File: config.mk
export PLATFORM = sky130hd
export DESIGN_NAME = frame_source_ctrl_flat
export DESIGN_NICKNAME = d
export VERILOG_FILES = /design/src/rtl/frame_source_ctrl_if.sv /design/src/rtl/frame_source_ctrl.sv /design/src/flat_wrapper.sv
export SDC_FILE = /design/constraint.sdc
export NUM_CORES = 1
export LEC_CHECK = 0
export ABC_CLOCK_PERIOD_IN_PS = 3800
export CORE_MARGIN = 5
export CORE_UTILIZATION = 44
export DETAILED_ROUTE_END_ITERATION = 10
export PLACE_DENSITY = 0.64
export SKIP_CTS_REPAIR_TIMING = 1
export SYNTH_ARGS = -nofsm -noshare
export SYNTH_HDL_FRONTEND = slang
export SYNTH_SLANG_ARGS = --single-unit
File: constraint.sdc
create_clock -name clk -period 3.8 [get_ports clk]
set_clock_uncertainty 0.05 [all_clocks]
set_input_delay 0.76 -clock clk [delete_from_list [all_inputs] [get_ports clk]]
set_output_delay 0.76 -clock clk [all_outputs]
set_load 0.01 [all_outputs]
File: src/rtl/frame_source_ctrl_if.sv
// frame_source_ctrl_if: source/scan events in, frame-buffer control and status out
interface frame_source_ctrl_if;
   logic       mode_req;
   logic       frame_valid_uart;
   logic       frame_valid_default;
   logic       scan_done;
   logic       sel_uart;
   logic       load;
   logic       gen_enable;
   logic       uart_active;
   logic [7:0] dropped;
   modport master (
      output mode_req, frame_valid_uart, frame_valid_default, scan_done,
      input  sel_uart, load, gen_enable, uart_active, dropped
   );
   modport slave (
      input  mode_req, frame_valid_uart, frame_valid_default, scan_done,
      output sel_uart, load, gen_enable, uart_active, dropped
   );
endinterface

File: src/rtl/frame_source_ctrl.sv
// frame_source_ctrl: picks UART or default animation and loads the frame buffer only at cube-scan boundaries
module frame_source_ctrl #(
   parameter int TIMEOUT_CYCLES = 50_000_000,
   parameter int CNT_W          = 26
) (
   input logic clk,
   input logic rst,
   frame_source_ctrl_if.slave bus
);
   typedef enum logic [1:0] {S_DEF, S_WAIT, S_UART} state_t;
   state_t           state_q, state_d;
   logic             sync_q, mode_s_q;
   logic             pend_uart_q, pend_uart_d, pend_def_q, pend_def_d;
   logic [CNT_W-1:0] cnt_q, cnt_d;
   logic             load_q, load_d, sel_q, sel_d, gen_q, gen_d;
   logic [7:0]       drop_q, drop_d;
   logic             fvu, fvd, in_uart, timeout, sel_pend, sel_valid, do_load;
   assign fvu = bus.frame_valid_uart;
   assign fvd = bus.frame_valid_default;
   always_comb begin
      in_uart   = state_q == S_UART;
      timeout   = in_uart && cnt_q == CNT_W'(TIMEOUT_CYCLES - 1) && !fvu;
      state_d   = !mode_s_q                      ? S_DEF  :
                  state_q == S_DEF               ? S_WAIT :
                  (state_q == S_WAIT && fvu)     ? S_UART :
                  timeout                        ? S_WAIT : state_q;
      sel_pend  = in_uart ? pend_uart_q : pend_def_q;
      sel_valid = in_uart ? fvu : fvd;
      // a load on a state-change edge would let sel_uart move under the strobe, so it waits
      do_load   = bus.scan_done && sel_pend && state_d == state_q;
      pend_uart_d = fvu || (pend_uart_q && !(do_load && in_uart));
      pend_def_d  = fvd || (pend_def_q && !(do_load && !in_uart));
      drop_d    = drop_q + 8'(sel_valid && sel_pend && !do_load && drop_q != 8'hff);
      cnt_d     = (fvu || (state_d == S_UART && !in_uart)) ? '0 :
                  in_uart ? cnt_q + 1'b1 : cnt_q;
      load_d    = do_load;
      sel_d     = state_d == S_UART;
      gen_d     = state_d != S_UART;
   end
   always_ff @(posedge clk) begin
      if (rst) begin
         sync_q      <= 1'b0;
         mode_s_q    <= 1'b0;
         state_q     <= S_DEF;
         pend_uart_q <= 1'b0;
         pend_def_q  <= 1'b0;
         cnt_q       <= '0;
         load_q      <= 1'b0;
         sel_q       <= 1'b0;
         gen_q       <= 1'b1;
         drop_q      <= '0;
      end else begin
         sync_q      <= bus.mode_req;
         mode_s_q    <= sync_q;
         state_q     <= state_d;
         pend_uart_q <= pend_uart_d;
         pend_def_q  <= pend_def_d;
         cnt_q       <= cnt_d;
         load_q      <= load_d;
         sel_q       <= sel_d;
         gen_q       <= gen_d;
         drop_q      <= drop_d;
      end
   end
   assign bus.sel_uart    = sel_q;
   assign bus.uart_active = sel_q;
   assign bus.gen_enable  = gen_q;
   assign bus.load        = load_q;
   assign bus.dropped     = drop_q;
endmodule

File: src/flat_wrapper.sv
// flat-port wrapper written by rule: the top's interface ports become plain ports
module frame_source_ctrl_flat 
#(
   parameter int TIMEOUT_CYCLES = 50_000_000,
   parameter int CNT_W          = 26
)
  (clk, rst, bus_mode_req, bus_frame_valid_uart, bus_frame_valid_default, bus_scan_done, bus_sel_uart, bus_load, bus_gen_enable, bus_uart_active, bus_dropped);
  frame_source_ctrl_if bus_i ();
  input logic clk;
  input logic rst;
  input wire logic [$bits(bus_i.mode_req)-1:0] bus_mode_req;
  input wire logic [$bits(bus_i.frame_valid_uart)-1:0] bus_frame_valid_uart;
  input wire logic [$bits(bus_i.frame_valid_default)-1:0] bus_frame_valid_default;
  input wire logic [$bits(bus_i.scan_done)-1:0] bus_scan_done;
  output wire logic [$bits(bus_i.sel_uart)-1:0] bus_sel_uart;
  output wire logic [$bits(bus_i.load)-1:0] bus_load;
  output wire logic [$bits(bus_i.gen_enable)-1:0] bus_gen_enable;
  output wire logic [$bits(bus_i.uart_active)-1:0] bus_uart_active;
  output wire logic [$bits(bus_i.dropped)-1:0] bus_dropped;
  assign bus_i.mode_req = bus_mode_req;
  assign bus_i.frame_valid_uart = bus_frame_valid_uart;
  assign bus_i.frame_valid_default = bus_frame_valid_default;
  assign bus_i.scan_done = bus_scan_done;
  assign bus_sel_uart = bus_i.sel_uart;
  assign bus_load = bus_i.load;
  assign bus_gen_enable = bus_i.gen_enable;
  assign bus_uart_active = bus_i.uart_active;
  assign bus_dropped = bus_i.dropped;
  frame_source_ctrl #(.TIMEOUT_CYCLES(TIMEOUT_CYCLES), .CNT_W(CNT_W)) u_core (.clk(clk), .rst(rst), .bus(bus_i));
endmodule
## After elaboration in Yosys (flattened, before gate mapping)

Index checks and enable logic that the tools add are counted.

- Logic and storage cells: 48
- Bits in registers: 43
- Input bits: 6
- Output and inout port bits: 12

- Equality and inequality tests: 7
- Reductions and logical operators: 23
- Add/subtract/negate cells: 2
- Muxes and demuxes: 6

Operators with widths:

| cell | number |
|---|---|
| $add 26x1->26 const B | 1 |
| $eq 26x26->1 const B | 1 |
| $logic_and 1x1->1 | 13 |
| $add 8x1->8 | 1 |
| $mux 2 | 4 |
| $ne 8x8->1 const B | 1 |
| $logic_not 1->1 | 5 |
| $eq 2x2->1 const B | 2 |
| $logic_or 1x1->1 | 3 |
| $eq 2x1->1 const B | 1 |
| $eq 2x2->1 | 1 |
| $logic_not 2->1 | 1 |
| $mux 1 | 2 |
| $ne 2x2->1 const B | 1 |
| $reduce_or 2->1 | 1 |

## Logic depth before layout (Yosys ltp)

- Word-level depth: 13
- Mapped depth: 11
- Depth with buffers taken out: 11

## Least setup slack after synthesis

OpenSTA, ideal clock, no wires.

- Path type: register to register
- Start: reg u_core.cnt_q[0]
- End: reg u_core.drop_q[5], in the netlist u_core.bus.dropped[5]
- Cell stages (with the launch flop): 11
- Data required time: 3.679 ns
- Setup slack: 1.269 ns
- Setup time: 0.071 ns
- Clock period less this slack: 2.531 ns
- Buffers on the path: 0
- Arrival time: 2.410 ns
- Cell sequence: dfxtp_1 -> ha_1 -> nand3b_1 -> nor3_2 -> a41o_1 -> o21ai_0 -> a221oi_1 -> ha_1 -> nand3_1 -> or3_1 -> a21oi_1

- Word-level cells in the longest chain between the ends: 13

Ends and longest elaborated chain:

| what | line | source |
|---|---|---|
| from (decl) | frame_source_ctrl.sv:14 | `logic [CNT_W-1:0] cnt_q, cnt_d;` |
| from (signal assigned) | frame_source_ctrl.sv:58 | `cnt_q <= cnt_d;` |
| $eq 26x26->1 | frame_source_ctrl.sv:22 | `timeout = in_uart && cnt_q == CNT_W'(TIMEOUT_CYCLES - 1) && !fvu;` |
| $logic_and 1x1->1 (2 in a row) | frame_source_ctrl.sv:22 |  |
| $mux 2 | frame_source_ctrl.sv:26 | `timeout ? S_WAIT : state_q;` |
| $mux 2 | frame_source_ctrl.sv:25 | `(state_q == S_WAIT && fvu) ? S_UART :` |
| $mux 2 | frame_source_ctrl.sv:24 | `state_q == S_DEF ? S_WAIT :` |
| $mux 2 | frame_source_ctrl.sv:23 | `state_d = !mode_s_q ? S_DEF :` |
| $eq 2x2->1 | frame_source_ctrl.sv:30 | `do_load = bus.scan_done && sel_pend && state_d == state_q;` |
| $logic_and 1x1->1 | frame_source_ctrl.sv:30 |  |
| $logic_not 1->1 | frame_source_ctrl.sv:33 | `drop_d = drop_q + 8'(sel_valid && sel_pend && !do_load && drop_q != 8'hff);` |
| $logic_and 1x1->1 (2 in a row) | frame_source_ctrl.sv:33 |  |
| $add 8x1->8 | frame_source_ctrl.sv:33 |  |
| to (signal assigned) | frame_source_ctrl.sv:62 | `drop_q <= drop_d;` |
| to (decl) | frame_source_ctrl.sv:16 | `logic [7:0] drop_q, drop_d;` |

No other way between the ends.
A chain may end at the register's enable or synchronous reset.

## Worst setup path in the final report

- Start: in bus_frame_valid_uart
- End: reg u_core.drop_q[7], in the netlist u_core.bus.dropped[7]

- Word-level cells in the longest chain between the ends: 12
- Elaborated cells between the ends (all ways): 15
- Those cells by class: 1 x add/sub; 1 x eq/ne; 5 x mux; 8 x reduce/logical

Ends and longest elaborated chain:

| what | line | source |
|---|---|---|
| from (decl) | flat_wrapper.sv:12 | `input wire logic [$bits(bus_i.frame_valid_uart)-1:0] bus_frame_valid_uart;` |
| $logic_not 1->1 | frame_source_ctrl.sv:22 |  |
| $logic_and 1x1->1 | frame_source_ctrl.sv:22 |  |
| $mux 2 | frame_source_ctrl.sv:26 |  |
| $mux 2 | frame_source_ctrl.sv:25 |  |
| $mux 2 | frame_source_ctrl.sv:24 |  |
| $mux 2 | frame_source_ctrl.sv:23 |  |
| $eq 2x2->1 | frame_source_ctrl.sv:30 |  |
| $logic_and 1x1->1 | frame_source_ctrl.sv:30 |  |
| $logic_not 1->1 | frame_source_ctrl.sv:33 |  |
| $logic_and 1x1->1 * (2 in a row) | frame_source_ctrl.sv:33 |  |
| $add 8x1->8 * | frame_source_ctrl.sv:33 |  |

Every way passes the cells marked *; elsewhere a longest branch is shown, timed or not.

==> flow_summary_export.csv <==
group,metric,value,unit
critical_path,end_kind,"flop",
clocking,cts_max_level,2,
synthesis,yosysTopAreaCell,"dfxtp_1",
cells_and_area,syn2layout_area_growth,14.5,%
cells_and_area,final_cells,290,
synthesis,yosysSeqAreaShare,44.1,%
timing,period_share,77.8,%
critical_path,cp-endpoint,"u_core.bus.dropped[7]$_SDFF_PP0_",
timing,max-slew-margin-rel,65.8,%
timing,period_needed,2.96,ns
grt,grt_first_pass_wirelength,6500,um
synthesis,ys_async_sr_fraction,0,%
clocking,tritoncts,"built",
pwr,swShare,22.2,%
synthesis,synth_area_leaders,"dfxtp_1 (44%), nor2_1 (6.7%), xnor2_1 (6.3%)",
clocking,clk_pin_slew_worst_paths,0.08,ns
synthesis,yosys_warnings,0,
timing,rsz0062_at_grt,"no",
pwr,combPwrFrac,3.3,%
pwr,powerDensity,354,nW/um2
cells_and_area,regArea,861,um2
pwr,p_seq_share,57.9,%
drt,final_antenna_net_count,0,
drt,vias_per_cell,5.26,
critical_path,critPathSlowestCell,"clkdlybuf4s50_1",
critical_path,startpoint,"bus_frame_valid_uart",
drt,vias,1524,
pwr,p_leak,0.000742,uW
clocking,cts_sinks,43,
critical_path,path_cells,"clkdlybuf4s50_1, nor4_1, a41o_1, o21ai_0, a221oi_1, ha_1, nand3_1, or3_1, a21oi_1",
critical_path,reg2reg_slack,1.08,ns
placed_design,dpl.hpwl,2500,um
placed_design,numPortBuffers,17,
die,die-area,5860,um2
grt,grt_overflow,0,
job,drv_cap,0,
cells_and_area,layout-drive-gt1-share,8.40,%
drt,drc,0,
critical_path,crit_type,"input port to flop",
clocking,numCtsBuffers,5,
critical_path,cpPeakStageDelay,0.50,ns
synthesis,syn_area,1950,um2
critical_path,cp_max_fo,6,
cells_and_area,multi_input_area,1000,um2
synthesis,syn_nets,229,
synthesis,synth_top_area_share,44.1,%
worst_hold_path,hold_class,"flop to flop",
drt,routed_wirelength,3630,um
timing,worst_slew_pin_slew,0.513,ns
critical_path,cp-start-kind,"input port",
clocking,cts.path.max_buffers,2,
die,core_area,4320,um2
pwr,power.share.clock,38.8,%
synthesis,synth_commonest_cells,"dfxtp_1 (43), nor2_1 (35), nand2_1 (16)",
cells_and_area,nets,246,
cells_and_area,antenna_cells,0,
timing,setup_tns,0,ns
synthesis,synthCells,220,
timing,slew_viol_final,0,
die,die_y,76.6,um
synthesis,synth-seq-cells,43,
grt,grt_use_total,13.3,%
timing,hold_viol,0,
die,fp-row-count,24,
run_status,outcome,"finished clean",
die,die_x,76.6,um
synthesis,synthFlopType,"dfxtp_1",
pwr,p_sw,176,uW
grt,antenna_found_initial,0,
synthesis,synth_cell_types,40,
grt,grt_max_degree,27,
synthesis,yosysMostFrequentCell,"dfxtp_1",
drt,drtPass1Iterations,4,
critical_path,rr_endpoint,"u_core.bus.dropped[7]$_SDFF_PP0_",
critical_path,worstPathRequired,3.97,ns
placed_design,dp_cells,282,
critical_path,reg2reg_depth,11,
drt,wl_per_cell,12.5,um
pwr,vdd_drop_max,0.000244,V
die,io-pin-count,18,
synthesis,synth-edff-count,0,
timing,timing.fmax,0.338,GHz
die,start_util,45.1,%
synthesis,syn_avg_cell_area,8.87,um2
clocking,clock_latency,0.29,ns
cells_and_area,fillers,426,
timing,finalSetupViolCount,0,
grt,grt_pass1_vias,1453,
drt,drtIter0Drc,87,
pwr,power.internal,615,uW
placed_design,place.gp.congestion,0.897,
clocking,root_buffer,"clkbuf_8",
critical_path,r2r-start,"u_core.cnt_q[0]$_SDFFE_PP0N_",
critical_path,worstPathArrival,3.13,ns
==> critical path: cells and delay by family <==
family / cells / cell delay (ns)
AO/OA/AOI/OAI: 4 / 0.85
adder cells (fa/ha/maj): 1 / 0.22
buffers and inverters: 1 / 0.50
AND/OR/NAND/NOR: 3 / 0.80
==> per-layer routing <==
layer | vias up | global-route usage [%] | wire, um
met4 | 0 | 5.42 | 52
li1 | 784 | - | -
met5 | - | 0 | 0
met1 | 710 | 17.4 | 1820
met2 | 25 | 21.0 | 1630
met3 | 5 | 3.19 | 126
==> through the flow <==
stage          power [uW]  worst slack [ns]  utilization (%)  instance area, um2  hold WS, ns
4_1_cts               806             0.859             51.6                2230        0.406
3_5_place_dp          495             0.540             49.4                2130        0.388
5_1_grt               826             0.621             51.6                2230        0.441
6_report              791             0.844             51.6                2230        0.404
2_1_floorplan         484              1.27                -                1950        0.364
3_3_place_gp          495             0.662             49.4                2130        0.370
==> sequential cells by signal, indices dropped and copies added, names as in the netlist <==
signal / count
u_core.pend_uart_q: 1
u_core.bus.gen_enable: 1
u_core.bus.dropped: 8
u_core.state_q: 2
u_core.pend_def_q: 1
u_core.cnt_q: 26
u_core.mode_s_q: 1
u_core.bus.sel_uart: 1
u_core.bus.load: 1
u_core.sync_q: 1
==> worst min-delay path by stage <==
stage	to	cells past startpoint	startpoint	slack (ns)
floorplan	u_core.mode_s_q$_SDFF_PP0_	1	u_core.sync_q$_SDFF_PP0_	0.36
global placement	u_core.mode_s_q$_SDFF_PP0_	1	u_core.sync_q$_SDFF_PP0_	0.37
detailed placement	u_core.mode_s_q$_SDFF_PP0_	1	u_core.sync_q$_SDFF_PP0_	0.39
CTS	u_core.mode_s_q$_SDFF_PP0_	1	u_core.sync_q$_SDFF_PP0_	0.41
global route	u_core.mode_s_q$_SDFF_PP0_	1	u_core.sync_q$_SDFF_PP0_	0.44
finish	u_core.mode_s_q$_SDFF_PP0_	1	u_core.sync_q$_SDFF_PP0_	0.40
==> power groups by stage <==
| stage | sequential [uW] | clock, uW | combinational, uW |
|---|---|---|---|
| 3_5_place_dp | 469 | 0 | 26.1 |
| 2_1_floorplan | 468 | 0 | 15.6 |
| 5_1_grt | 459 | 339 | 28.6 |
| 3_3_place_gp | 469 | 0 | 26.1 |
| 6_report | 458 | 307 | 25.8 |
| 4_1_cts | 458 | 322 | 26.2 |
==> area by class of cell <==
class	count	area share, %
Clock buffer	6	3.70
Clock inverter	2	0.728
Inverter	7	1.18
Multi-Input combinational cell	162	45.0
Sequential cell	43	38.5
Tap cell	52	2.91
Timing Repair Buffer	18	7.96
==> layout by cell type (no fill, tap or decap), types with 2 or more instances in the layout <==
master           instances
clkbuf_8                 6
nor4_4                   2
or3_1                    3
inv_1                    7
nor2b_1                  5
xor2_1                  13
nand4_1                  8
nand2b_1                 2
ha_1                     3
and3_1                   3
nor4_1                   2
nor3_1                   6
nor2_1                  35
nand3_1                 14
dfxtp_1                 43
nand2_1                 16
a21oi_1                  7
or3_2                    2
o21ai_0                  8
clkdlybuf4s50_1         17
or2_2                    2
nand3b_1                 2
xnor2_1                 14
==> logic make-up (layout without fill, tap and decap cells) <==
logic type      Yosys count  count (layout)  share of synthesized area, %
simple gates            112             112                          31.4
flops                    43              43                          44.1
xor+xnor                 27              27                          12.1
compound gates           20              20                          6.03
buf+inv                  15              33                          4.36
fa+ha+maj                 3               3                          1.92
No activity file was read; power rests on OpenSTA's default activity.
